## config.mk

```make
export PLATFORM = sky130hd
export DESIGN_NAME = mc_ctrl
export DESIGN_NICKNAME = d
export VERILOG_FILES = /design/src/rtl/mc_ctrl.sv
export SDC_FILE = /design/constraint.sdc
export NUM_CORES = 1
export LEC_CHECK = 0
export CAP_MARGIN = 20
export CELL_PAD_IN_SITES_DETAIL_PLACEMENT = 0
export CELL_PAD_IN_SITES_GLOBAL_PLACEMENT = 1
export CORE_UTILIZATION = 32
export CTS_CLUSTER_DIAMETER = 120
export CTS_CLUSTER_SIZE = 8
export DETAILED_ROUTE_END_ITERATION = 10
export PLACE_DENSITY = 0.82
export SLEW_MARGIN = 10
export SYNTH_ARGS = -nofsm -noshare
export SYNTH_HDL_FRONTEND = slang
export SYNTH_SLANG_ARGS = --single-unit
export TNS_END_PERCENT = 5
```

## constraint.sdc

```tcl
create_clock -name clk -period 1.9 [get_ports clk]
set_input_delay 0.38 -clock clk [delete_from_list [all_inputs] [get_ports clk]]
set_output_delay 0.38 -clock clk [all_outputs]
set_load 0.02 [all_outputs]
```

## src/rtl/mc_ctrl.sv

```systemverilog
// rtl/mc_ctrl.sv - multicycle control sequencer for the 10-bit lab MIPS datapath
// Optional feature: define MC_ILLEGAL_TRAP_EN to halt with err=1 on opcodes A-E.
module mc_ctrl #(
  parameter int MEM_TIMEOUT = 15
) (
  input  logic       clk,
  input  logic       rst,
  input  logic [3:0] opcode,
  input  logic       zero,
  input  logic       mem_ack,
  output logic       mem_re,
  output logic       mem_we,
  output logic       ir_we,
  output logic       pc_we,
  output logic       reg_we,
  output logic [1:0] pc_src,
  output logic       ext_en,
  output logic       ext_sign,
  output logic       alu_srcb,
  output logic [2:0] alu_op,
  output logic       mem_to_reg,
  output logic       halted,
  output logic [1:0] err,
  output logic [2:0] state
);

  typedef enum logic [2:0] {
    S_IDLE   = 3'd0,
    S_FETCH  = 3'd1,
    S_DECODE = 3'd2,
    S_EXEC   = 3'd3,
    S_MEM    = 3'd4,
    S_WB     = 3'd5,
    S_BRANCH = 3'd6,
    S_HALT   = 3'd7
  } state_e;

  localparam logic [2:0] ALU_ADD = 3'd0;
  localparam logic [2:0] ALU_SUB = 3'd1;
  localparam logic [2:0] ALU_AND = 3'd2;
  localparam logic [2:0] ALU_OR  = 3'd3;

  state_e     state_q, state_d;
  logic [3:0] opc_q, opc_d;
  logic [3:0] tmo_q, tmo_d;
  logic [1:0] err_q, err_d;
  logic       tmo_hit;

  // An ack in the same cycle as the last allowed wait takes priority over the timeout.
  assign tmo_hit = (tmo_q == 4'(MEM_TIMEOUT - 1)) && !mem_ack;

  always_ff @(posedge clk or posedge rst) begin
    if (rst) begin
      state_q <= S_IDLE;
      opc_q   <= 4'd0;
      tmo_q   <= 4'd0;
      err_q   <= 2'd0;
    end else begin
      state_q <= state_d;
      opc_q   <= opc_d;
      tmo_q   <= tmo_d;
      err_q   <= err_d;
    end
  end

  always_comb begin
    state_d    = state_q;
    opc_d      = opc_q;
    err_d      = err_q;
    tmo_d      = 4'd0;
    mem_re     = 1'b0;
    mem_we     = 1'b0;
    ir_we      = 1'b0;
    pc_we      = 1'b0;
    reg_we     = 1'b0;
    pc_src     = 2'd0;
    ext_en     = 1'b0;
    ext_sign   = 1'b0;
    alu_srcb   = 1'b0;
    alu_op     = ALU_ADD;
    mem_to_reg = 1'b0;
    halted     = 1'b0;
    case (state_q)
      S_IDLE: state_d = S_FETCH;
      S_FETCH: begin
        mem_re = 1'b1;
        if (mem_ack) begin
          ir_we   = 1'b1;
          pc_we   = 1'b1;
          state_d = S_DECODE;
        end else if (tmo_hit) begin
          state_d = S_HALT;
          err_d   = 2'd2;
        end else begin
          tmo_d = tmo_q + 4'd1;
        end
      end
      S_DECODE: begin
        ext_en   = 1'b1;
        ext_sign = (opcode != 4'd5);
        opc_d    = opcode;
        case (opcode)
          4'd0, 4'd1, 4'd2, 4'd3, 4'd4, 4'd5: state_d = S_EXEC;
          4'd6, 4'd7: state_d = S_MEM;
          4'd8:       state_d = S_BRANCH;
          4'd9: begin
            pc_we   = 1'b1;
            pc_src  = 2'd2;
            state_d = S_FETCH;
          end
          4'hF:       state_d = S_HALT;
          default: begin
`ifdef MC_ILLEGAL_TRAP_EN
            state_d = S_HALT;
            err_d   = 2'd1;
`else
            state_d = S_FETCH;
`endif
          end
        endcase
      end
      S_EXEC: begin
        alu_srcb = (opc_q == 4'd4) || (opc_q == 4'd5);
        case (opc_q)
          4'd1:       alu_op = ALU_SUB;
          4'd2:       alu_op = ALU_AND;
          4'd3, 4'd5: alu_op = ALU_OR;
          default:    alu_op = ALU_ADD;
        endcase
        state_d = S_WB;
      end
      S_MEM: begin
        alu_srcb = 1'b1;
        mem_re   = (opc_q == 4'd6);
        mem_we   = (opc_q == 4'd7);
        if (mem_ack) begin
          state_d = (opc_q == 4'd6) ? S_WB : S_FETCH;
        end else if (tmo_hit) begin
          state_d = S_HALT;
          err_d   = 2'd2;
        end else begin
          tmo_d = tmo_q + 4'd1;
        end
      end
      S_WB: begin
        reg_we     = 1'b1;
        mem_to_reg = (opc_q == 4'd6);
        state_d    = S_FETCH;
      end
      S_BRANCH: begin
        alu_op = ALU_SUB;
        if (zero) begin
          pc_we  = 1'b1;
          pc_src = 2'd1;
        end
        state_d = S_FETCH;
      end
      S_HALT: halted = 1'b1;
      default: state_d = S_IDLE;
    endcase
  end

  assign err   = err_q;
  assign state = state_q;

endmodule

```

==> impl_metrics.toml, run 1 <==
[finish]
num-nets-final = 155
num-fill-cells = 245
layout-drive-gt1-share_pct = 38.9
fin_cells = 174
fin_util_pct = 52.9
area.growth.synth_to_final_pct = 56.0
diodes = 0

[worst_setup_path]
path_delay_family = "simple AND/OR/NAND/NOR gates"
cp_data_required_time_ns = 1.52
path_class = "reg2out"
max_stage_delay_ns = 0.45
start_kind = "flop"
worst_setup_path_end_kind = "output port"
crit_chain = "and2b_4 > and3_4 > or3_4 > buf_6"
cp.arrival_ns = 1.53
cp_num_buf_inv = 1
cp_max_fo = 5
critPathSlowestCell = "dfrtp_2"

[sta]
hold_violations = 0
slew_violations = 0
setup_viol_count_final = 1
clock_skew_ns = 0.00298
rsz0062_at_grt = "true"
period_share_pct = 101
max_freq_mhz = 522
worst_slack_ns = -0.0150
fin_crit_ns = 1.91

[placement]
io_buffer_count = 25
dpl.cell_count = 168
dp_hpwl_um = 1640
gp_congestion = 0.794

[route]
ant_nets = 0
drtIter0Drc = 13
routedWlPerCell_um = 12.2
dr.pass1.iters = 4
routed_via_density = 4.95
vias = 862
wirelength_um = 2120
drc = 0

[die]
fp-row-count = 18
die_area_um2 = 2840
die_x_um = 53.3
die_h_um = 53.3
io_pins = 28
core_area_um2 = 2480
start_util_pct = 33.9

[global_routing]
antenna_found_initial = 0
grt.overflow.total = 0
grt_start_max_net_pins = 13
grt_pass1_wl_um = 3260
grt.total_usage_pct = 16.6
grt_pass1_vias = 760

[synthesis]
ys_async_sr_fraction_pct = 100
ys_types = 39
yosysTopAreaCellShare_pct = 35.7
ys_seq_area_share_pct = 35.7
synth_ff_type = "dfrtp_1"
synthTopCellsByArea = "dfrtp_1 (36%), nand2b_1 (3.7%), nor2b_1 (3.7%)"
yosys_warnings = 0
synth_area_leader_cell = "dfrtp_1"
syn-instance-count = 96
synth_seq_cells = 12
synth-edff-count = 0
synth_area_um2 = 841
avgSynthCellArea_um2 = 8.76

[power_and_ir_drop]
switchingPower_uw = 729
p_int_uw = 1030
combPwrFrac_pct = 62.3
power_switching_share_pct = 41.4
p_leak_uw = 0.000639
ir_drop_mv = 0.823
pwr-share-clk_pct = 12.1
pwr-share-seq_pct = 25.6
p_per_area_nw_per_um2 = 1340

[cts]
htreeDepth = 1
clkSinkCount = 12
root_buffer = "clkbuf_4"
cts_made_buffers = 3
cts_tree = "yes"
clkLatencyLatePin_ns = 0.28
cts_buffer_depth = 2
clk_pin_slew_ns = 0.08

[outcome]
violations = "negative setup slack"
outcome = "finished, violations left"

[flow_run]
maxCapViolCount = 0

[min_path]
hp-class = "in2async"
## cells in the mapped netlist, types with 2 or more instances
master    instances
mux2_2            2
nor2_1            8
nor3_1            6
nand2b_1          5
dfrtp_1          12
and4_1            2
nand2_1           7
o31a_1            2
nand3_1           2
buf_4             2
buf_6             2
o211ai_1          2
inv_1             4
o21ai_0           2
buf_2             2
and3_1            4
a21oi_1           5
ha_1              2
nor2b_1           5
## cell families (layout without fill, tap and decap cells)
family                     count (synthesis)  in the layout  share of synthesized area (%)
AOI/OAI and AO/OA                         19             19                           15.0
and+or+nand+nor                           47             47                           32.3
adders and majority gates                  2              2                           2.98
other                                      1              2                          0.446
muxes                                      3              3                           4.02
xor gates and xnor gates                   2              2                           2.08
DFF                                       12             12                           35.7
buffers and inverters                     10             57                           7.44
## per-stage QoR
step | power (uW) | TNS [ns] | cell area, um^2 | hold WS (ns) | setup WS (ns)
after floorplan | 1040 | -0.114 | 847 | 0.245 | -0.0908
after global placement | 1480 | -1.70 | 1250 | 0.464 | -0.380
after detailed placement | 1500 | -1.78 | 1250 | 0.475 | -0.400
after CTS | 1680 | -0.124 | 1260 | 0.427 | -0.107
after global routing | 1890 | -0.365 | 1310 | 0.452 | -0.0853
final | 1760 | -0.0150 | 1310 | 0.407 | -0.0150
## per-layer routing
metal	GRT usage, %	share of wire [%]	vias to the layer above
met5	0	0	-
met3	2.59	3.2	4
met2	26.0	49	19
met4	10.5	2.5	0
met1	20.8	45	408
li1	-	-	431
## final cells by class
cell class | count | area [um^2] | area share (%)
multi-input cells | 75 | 524 | 40.0
repair buffers | 49 | 395 | 30.2
flip-flops and latches | 12 | 303 | 23.1
well taps | 30 | 37.5 | 2.86
clock buffers | 4 | 36.3 | 2.77
inverters | 4 | 15.0 | 1.15
## registers in the layout (all words and copies together) (netlist names)
name / count
tmo_q: 4
opc_q: 4
state: 3
err: 1
## repair_timing
action | CTS | global route
endpoints found under the setup margin | 14 | 12
pin swaps | 0 | 5
hold endpoints to repair | 0 | 0
hold buffers | 0 | 0
setup buffers | 1 | 1
gates resized for setup | 47 | 20
## power groups by stage
stage,Clock (uW),Combinational (uW),Sequential (uW)
3_5_place_dp,0,1050,449
2_1_floorplan,0,585,455
3_3_place_gp,0,1040,441
5_1_grt,231,1190,468
4_1_cts,216,1020,443
6_report,214,1100,450
## layout by cell type (no fill, tap or decap), drive strengths merged, types with 2 or more instances in the layout
master	n
buf	34
o21ai	3
ha	2
mux2	3
clkdlybuf4s50	9
o31a	2
nand2	7
clkbuf	5
inv	4
a21oi	5
dlymetal6s2s	2
and3	4
nand3	2
nand2b	5
o211ai	2
and4	2
nor2	8
nor2b	5
dlygate4sd2	3
dfrtp	12
nor3b	2
nor3	6
conb	2
## path summary, 6_finish.rpt
path                       startpoint        to  slack (ns)  depth (start not counted)
max                          state[2]     pc_we       -0.01                          4
min                               rst  opc_q[0]        0.41                          2
max in group asynchronous         rst  state[2]        1.13                          2
max reg2reg                  state[0]  state[2]        0.39                          7
min in group clk               err[1]    err[1]        0.49                          1
min reg2reg                    err[1]    err[1]        0.49                          1
(Power assumes the default switching activity.)
==> run 2, diff against run 1 <==
Settings changed: CAP_MARGIN 20 to unset.
==> results of run 2 <==
Same layout as run 1: the final DEF is identical, and so are final timing and power.
